File: config.mk
export PLATFORM = sky130hd
export DESIGN_NAME = mprj_io_serial_loader
export DESIGN_NICKNAME = d
export VERILOG_FILES = /design/src/rtl/mprj_io_serial_loader.sv
export SDC_FILE = /design/constraint.sdc
export NUM_CORES = 1
export LEC_CHECK = 0
export BUFFER_PORTS_ARGS = -buffer_cell sky130_fd_sc_hd__buf_4
export CAP_MARGIN = 20
export CORE_UTILIZATION = 50
export DETAILED_ROUTE_END_ITERATION = 6
export PLACE_DENSITY = 0.75
export SYNTH_ARGS = -nofsm -noshare
export SYNTH_HDL_FRONTEND = slang
export SYNTH_SLANG_ARGS = --single-unit
export TNS_END_PERCENT = 20
File: constraint.sdc
create_clock -name clock -period 1.9 [get_ports clock]
set_clock_uncertainty 0.2 [all_clocks]
set_input_delay 0.285 -clock clock [delete_from_list [all_inputs] [get_ports clock]]
set_output_delay 0.285 -clock clock [all_outputs]
set_load 0.1 [all_outputs]
File: src/rtl/mprj_io_serial_loader.sv
// ============================================================================
// Module  : mprj_io_serial_loader
// Purpose : Shifts per-pad configuration words into the GPIO control chain
//           and commits them with a single load strobe.
// Revision: 1.0
// ============================================================================
`default_nettype none

module mprj_io_serial_loader #(
    parameter int NPADS    = 38,
    parameter int CFG_BITS = 13,
    parameter int CLK_DIV  = 4,
    parameter int ADDR_W   = $clog2(NPADS)
) (
    input  logic                clock,
    input  logic                resetb,
    input  logic                start,
    input  logic                abort,
    output logic [ADDR_W-1:0]   cfg_addr,
    input  logic [CFG_BITS-1:0] cfg_data,
    output logic                busy,
    output logic                done,
    output logic                serial_clock,
    output logic                serial_data,
    output logic                serial_load,
    output logic                serial_resetn
);

    localparam int BIT_W = (CFG_BITS > 1) ? $clog2(CFG_BITS) : 1;
    localparam int DIV_W = $clog2(CLK_DIV) + 1;

    localparam logic [DIV_W-1:0]  c_DIV_LAST = DIV_W'(CLK_DIV - 1);
    localparam logic [BIT_W-1:0]  c_BIT_LAST = BIT_W'(CFG_BITS - 1);
    localparam logic [ADDR_W-1:0] c_PAD_LAST = ADDR_W'(NPADS - 1);

    localparam logic [2:0] c_IDLE     = 3'd0;
    localparam logic [2:0] c_FETCH    = 3'd1;
    localparam logic [2:0] c_SHIFT_LO = 3'd2;
    localparam logic [2:0] c_SHIFT_HI = 3'd3;
    localparam logic [2:0] c_LOAD     = 3'd4;
    localparam logic [2:0] c_DONE     = 3'd5;

    logic [2:0]          r_state;
    logic [ADDR_W-1:0]   r_pad;
    logic [BIT_W-1:0]    r_bit;
    logic [DIV_W-1:0]    r_div;
    logic [CFG_BITS-1:0] r_shreg;
    logic [1:0]          r_rst_sync;
    logic                r_busy;
    logic                r_done;
    logic                r_sclk;
    logic                r_sdata;
    logic                r_sload;
    logic                w_div_end;

    assign w_div_end = (r_div == '0);

    always_ff @(posedge clock or negedge resetb) begin
        if (!resetb) begin
            r_state <= c_IDLE;
            r_pad   <= '0;
            r_bit   <= '0;
            r_div   <= '0;
            r_shreg <= '0;
        end else if (abort && (r_state != c_IDLE)) begin
            // Chain keeps whatever was shifted so far; it is simply never loaded.
            r_state <= c_IDLE;
        end else begin
            case (r_state)
                c_IDLE: begin
                    if (start) begin
                        r_pad   <= c_PAD_LAST;
                        r_state <= c_FETCH;
                    end
                end
                c_FETCH: begin
                    r_shreg <= cfg_data;
                    r_bit   <= c_BIT_LAST;
                    r_div   <= c_DIV_LAST;
                    r_state <= c_SHIFT_LO;
                end
                c_SHIFT_LO: begin
                    if (w_div_end) begin
                        r_div   <= c_DIV_LAST;
                        r_state <= c_SHIFT_HI;
                    end else begin
                        r_div <= r_div - DIV_W'(1);
                    end
                end
                c_SHIFT_HI: begin
                    if (w_div_end) begin
                        r_shreg <= {r_shreg[CFG_BITS-2:0], 1'b0};
                        r_div   <= c_DIV_LAST;
                        if (r_bit != '0) begin
                            r_bit   <= r_bit - BIT_W'(1);
                            r_state <= c_SHIFT_LO;
                        end else if (r_pad != '0) begin
                            r_pad   <= r_pad - ADDR_W'(1);
                            r_state <= c_FETCH;
                        end else begin
                            r_state <= c_LOAD;
                        end
                    end else begin
                        r_div <= r_div - DIV_W'(1);
                    end
                end
                c_LOAD: begin
                    if (w_div_end) begin
                        r_state <= c_DONE;
                    end else begin
                        r_div <= r_div - DIV_W'(1);
                    end
                end
                c_DONE:  r_state <= c_IDLE;
                default: r_state <= c_IDLE;
            endcase
        end
    end

    // Outputs are registered decodes of the state, so they trail it by one cycle.
    always_ff @(posedge clock or negedge resetb) begin
        if (!resetb) begin
            r_busy  <= 1'b0;
            r_done  <= 1'b0;
            r_sclk  <= 1'b0;
            r_sdata <= 1'b0;
            r_sload <= 1'b0;
        end else begin
            r_busy  <= (r_state == c_FETCH) || (r_state == c_SHIFT_LO) ||
                       (r_state == c_SHIFT_HI) || (r_state == c_LOAD);
            r_done  <= (r_state == c_DONE);
            r_sclk  <= (r_state == c_SHIFT_HI);
            r_sload <= (r_state == c_LOAD);
            if (r_state == c_SHIFT_LO) begin
                r_sdata <= r_shreg[CFG_BITS-1];
            end
        end
    end

    always_ff @(posedge clock or negedge resetb) begin
        if (!resetb) begin
            r_rst_sync <= 2'b00;
        end else begin
            r_rst_sync <= {r_rst_sync[0], 1'b1};
        end
    end

    assign cfg_addr      = r_pad;
    assign busy          = r_busy;
    assign done          = r_done;
    assign serial_clock  = r_sclk;
    assign serial_data   = r_sdata;
    assign serial_load   = r_sload;
    assign serial_resetn = r_rst_sync[1];

endmodule

`default_nettype wire
### Word level (Yosys, flattened, before mapping)

Index checks and enable logic that the tools add are counted.

* eq/ne operators: 15
* bitwise logic cells: 1
* $add $sub $neg: 3
* reductions and logical operators: 18
* mux-type cells: 21

Operator list (number)
* $mux W3: 9
* $pmux W13 S2: 1
* $mux W6: 4
* $pmux W3 S5: 1
* $mux W13: 1
* $ne A2 B2 Y1 const B: 6
* $ne A3 B3 Y1 const B: 4
* $pmux W6 S2: 1
* $pmux W3 S3: 1
* $mux W4: 2
* $pmux W4 S2: 1
* $reduce_and A4 Y1: 2
* $eq A3 B2 Y1 const B: 2
* $eq A3 B3 Y1 const B: 2
* $logic_not A3 Y1: 2
* $reduce_and A3 Y1: 2
* $reduce_and A6 Y1: 1
* $reduce_bool A3 Y1: 2
* $reduce_bool A6 Y1: 1
* $sub A6 B1 Y6 const B: 1
* $reduce_bool A2 Y1: 2
* $reduce_bool A4 Y1: 1
* $sub A4 B1 Y4 const B: 1
* $eq A3 B1 Y1 const B: 1
* 5 further kinds: 7

* input bits: 17
* output and inout bits: 12
* logic and storage cells: 69
* register bits: 36

### Logic depth before layout (Yosys ltp)

* depth in word-level cells: 6
* depth in mapped cells: 7
* depth with buffers taken out: 7

### Worst setup path before layout

No wires, ideal clock.

* kind: reg2reg
* from: reg r_pad[0], in the netlist cfg_addr[0]
* to: reg r_pad[2], in the netlist cfg_addr[2]
* path slack: -0.639 ns
* setup time: 0.177 ns
* path buffers: 0
* data arrival time: 2.162 ns
* stages on the path, launching flop included: 8
* data required time: 1.523 ns
* period minus slack after synthesis: 2.539 ns
* cells stage by stage: dfrtp_1 inv_1 ha_1 nand2b_1 o211ai_2 a221oi_4 and2_1 a31oi_1

* word-level cells in the longest chain between the ends: 5
* elaborated cells between the ends (all ways): 8
* those cells by class: add/sub: 1; eq/ne: 1; mux: 4; reduce/logical: 2

RTL lines
* start, declared: line 44 `logic [ADDR_W-1:0] r_pad;`
* start signal, assigned: line 72 `r_pad <= c_PAD_LAST;`
* start signal, assigned: line 98 `r_pad <= r_pad - ADDR_W'(1);`
* $sub A6 B1 Y6: line 98
* $mux W6: line 97 `end else if (r_pad != '0) begin`
* $mux W6: line 94 `if (r_bit != '0) begin`
* $mux W6: line 91 `if (w_div_end) begin`
* $pmux W6 S2: line 69 `case (r_state)`

Parallel ways exist; a longest one is shown, timed or not. The select of a mux whose other input is x is not followed.
A chain may end at the register's enable or synchronous reset.

### Worst setup path in the final report

* from: reg r_bit[0]
* to: reg r_pad[4], in the netlist cfg_addr[4]

* word-level cells in the longest chain between the ends: 3

RTL lines
* start, declared: line 45 `logic [BIT_W-1:0] r_bit;`
* start signal, assigned: line 78 `r_bit <= c_BIT_LAST;`
* start signal, assigned: line 95 `r_bit <= r_bit - BIT_W'(1);`
* $reduce_bool A4 Y1: line 94
* $ne A2 B2 Y1 (no line)
* $reduce_and A6 Y1 (no line)

No other way between the ends.

==> metrics.txt <==
post-layout util=74.7%; Worst Path Arrival=1.99 ns; vias in the first global route=1664; syn_area_per_cell=9.84 sq um; Clock Root Buffer=clkbuf_8; PD cells=1340 nW/um^2; GR Util All Layers=23.9%; Yosys top cell by area=dfrtp_1; number of port buffers=28; net switching power figure=1400 uW; largest net degree at the start of global routing=37; Worst Path Required=1.89 ns; drt total wl=4330 um; Initial DRT Pass Iterations=5; CTS tree=built; failing checks=setup timing; Critical Path End Type=flip-flop; I/O Pins=29; Final Hold Vio Count=0; # rows=21; Max VDD drop=0.864 mV; die area=3930 sq um; CP max FO=6; Clk pin slew, worst setup/hold paths=0.08 ns; power share of the clock group=15.2%; total number of vias=1616; Antenna diodes=0; area of the mapped netlist=1840 sq um; Inserted Clock Buffers=5; first-pass GRT wire length=7220 um; Clock H-tree levels=2; DIE HEIGHT=62.7 um; Max Cap Viol=0; initial antenna violation count=0; Final HPWL DP=2770 um; RSZ-0062 raised after global routing=yes; Worst Setup Path Type=flip-flop to flip-flop; sw frac=40.7%; clk_lat worst skew=0.30 ns; Seq pwr share=35.3%; wire per inst=14.6 um; Filler Cell Count=242; Tcrit/Tclk final=105%; Tmin final=2.00 ns; width of the die=62.7 um; Yosys Warn Count=0; global placer's final weighted congestion=0.875; Gate power share=49.5%; Synth top area share=49.0%; FMAX=500 MHz; CTS Buffer Depth=2; post-synthesis sequential area ratio=49.0%; total grt overflow=0; run status=finished with violations; cells after synthesis=187; Worst Hold Class=primary input to flip-flop; Final Instance Area=2570 sq um; DR DRC count=0; Max Slew Vio Count=0; post-synthesis register bit count=36; leak pwr=0.00112 uW; post-synthesis net count=209; Nets=271; core area=3440 sq um; layout cell share with drive strength beyond 1=42.0%; Netlist cell types=40; Final WS setup=-0.0987 ns; Initial Util=53.4%; Synth area leaders=dfrtp_1, mux2i_1, a21oi_1; DP Area=2300 sq um; Detail Route Antenna Nets=0; ys async rst share=100%; clock sinks=36; dominant synthesized flop cell=dfrtp_1; Power Internal=2040 uW; routed vias/inst=5.46; Area growth, synth to finish=39.7%; drt initial violations=144; Startpoint Class=flip-flop; EDFF count, synth=0; final setup vio count=7
## final cells by class
type                       count  area (sq um)  share of cell area [%]
inverter                      12          45.0                    1.75
tap                           46          57.6                    2.24
clock inverter                 1          5.00                   0.195
multi-input combinational    131           962                    37.4
timing repair buffer          63           504                    19.6
sequential                    36           920                    35.8
clock buffer                   7          76.3                    2.97
## path summary, 6_finish.rpt
check | end | slack [ns] | depth (start not counted) | startpoint
setup / recovery | cfg_addr[4]$_DFFE_PN0P_ | -0.1 | 7 | r_bit[0]$_DFFE_PN0P_
hold / removal | r_shreg[0]$_DFFE_PN0P_ | 0.06 | 3 | cfg_data[0]
setup reg to reg | cfg_addr[4]$_DFFE_PN0P_ | -0.1 | 7 | r_bit[0]$_DFFE_PN0P_
hold reg to reg | r_rst_sync[1]$_DFF_PN0_ | 0.16 | 0 | r_rst_sync[0]$_DFF_PN0_
max in group asynchronous | cfg_addr[0]$_DFFE_PN0P_ | 0.88 | 2 | resetb
min in group asynchronous | serial_load$_DFF_PN0_ | 0.28 | 2 | resetb
## through the flow
stage / setup TNS (ns) / power [uW] / worst slack, ns / hold WS, ns / instances
floorplan: -1.10 / 2160 / -0.162 / -0.211 / 187
detailed placement: -0.867 / 2660 / -0.135 / 0.0670 / 279
finish: -0.436 / 3440 / -0.0987 / 0.0579 / 296
CTS: -0.251 / 3300 / -0.0663 / 0.0340 / 293
global route: -1.42 / 3670 / -0.178 / 0.0541 / 296
global placement: -0.277 / 2570 / -0.0616 / 0.0594 / 279
## metal layers
metal	routed length (um)	track usage [%]	up-vias
met3	232	6.57	10
li1	-	-	766
met1	1830	28.3	784
met2	2180	39.5	56
met4	81	11.9	0
met5	0	0	-
## flip-flops by register name, summed over array words and instances, names as in the netlist
signal        flops
serial_load       1
r_bit             4
serial_data       1
r_shreg          13
r_div             3
serial_clock      1
busy              1
cfg_addr          6
r_rst_sync        2
r_state           3
done              1
## logic make-up (layout without fill, tap and decap cells)
logic type / after synthesis / count (layout) / share of synthesized area (%)
flops: 36 / 36 / 49.0
simple gates: 65 / 65 / 17.4
buf+inv: 20 / 83 / 4.63
compound gates: 43 / 43 / 16.1
other cells: 1 / 1 / 0.204
mux: 16 / 16 / 8.84
fa+ha+maj: 5 / 5 / 3.40
xor+xnor: 1 / 1 / 0.476
## power groups by stage
stage / combinational (uW) / clock (uW) / sequential (uW)
after global placement: 1390 / 0 / 1190
final: 1700 / 524 / 1210
after floorplan: 737 / 0 / 1430
after detailed placement: 1450 / 0 / 1210
after CTS: 1570 / 532 / 1200
after global routing: 1860 / 567 / 1250
## cells in the final DEF, fill, tap and decap left out, types with 2 or more instances in the layout
cell,count
nand3b_1,2
dfrtp_2,6
o21ai_1,4
nand3_1,3
nor2b_4,2
nor3_1,5
nand2b_1,4
ha_1,2
a22o_1,3
nor4_1,2
inv_2,7
dfrtp_4,3
mux2i_1,14
nand2_1,10
clkbuf_8,5
nand2_2,2
clkbuf_1,2
nor2_1,24
dfrtp_1,27
buf_12,2
inv_1,5
buf_4,59
a31oi_1,4
a21oi_1,21
ha_4,2
o21ai_0,2
## cells in the mapped netlist (all sizes together), types with 4 or more instances
cell type  instances
a31oi              4
mux2i             14
nand2b             5
nor3               5
nand2             12
o21ai              6
inv               12
nor2              25
dfrtp             36
a21oi             21
buf                6
ha                 5
## repair_timing
item	4_1_cts	5_1_grt
pin swaps	3	7
buffers inserted	4	3
hold endpoints to repair	36	0
cloned	1	0
resized for setup	12	20
setup endpoints to repair	15	27
hold buffers	1	0
## worst max-delay path: stages, from the launching register on
cell and delay, ns:
dfrtp_1 0.41, inv_2 0.08, ha_4 0.13, and4bb_4 0.26
o211ai_4 0.08, a221oi_4 0.38, o21ai_1 0.13, a32o_1 0.22
(Power assumes the default switching activity.)
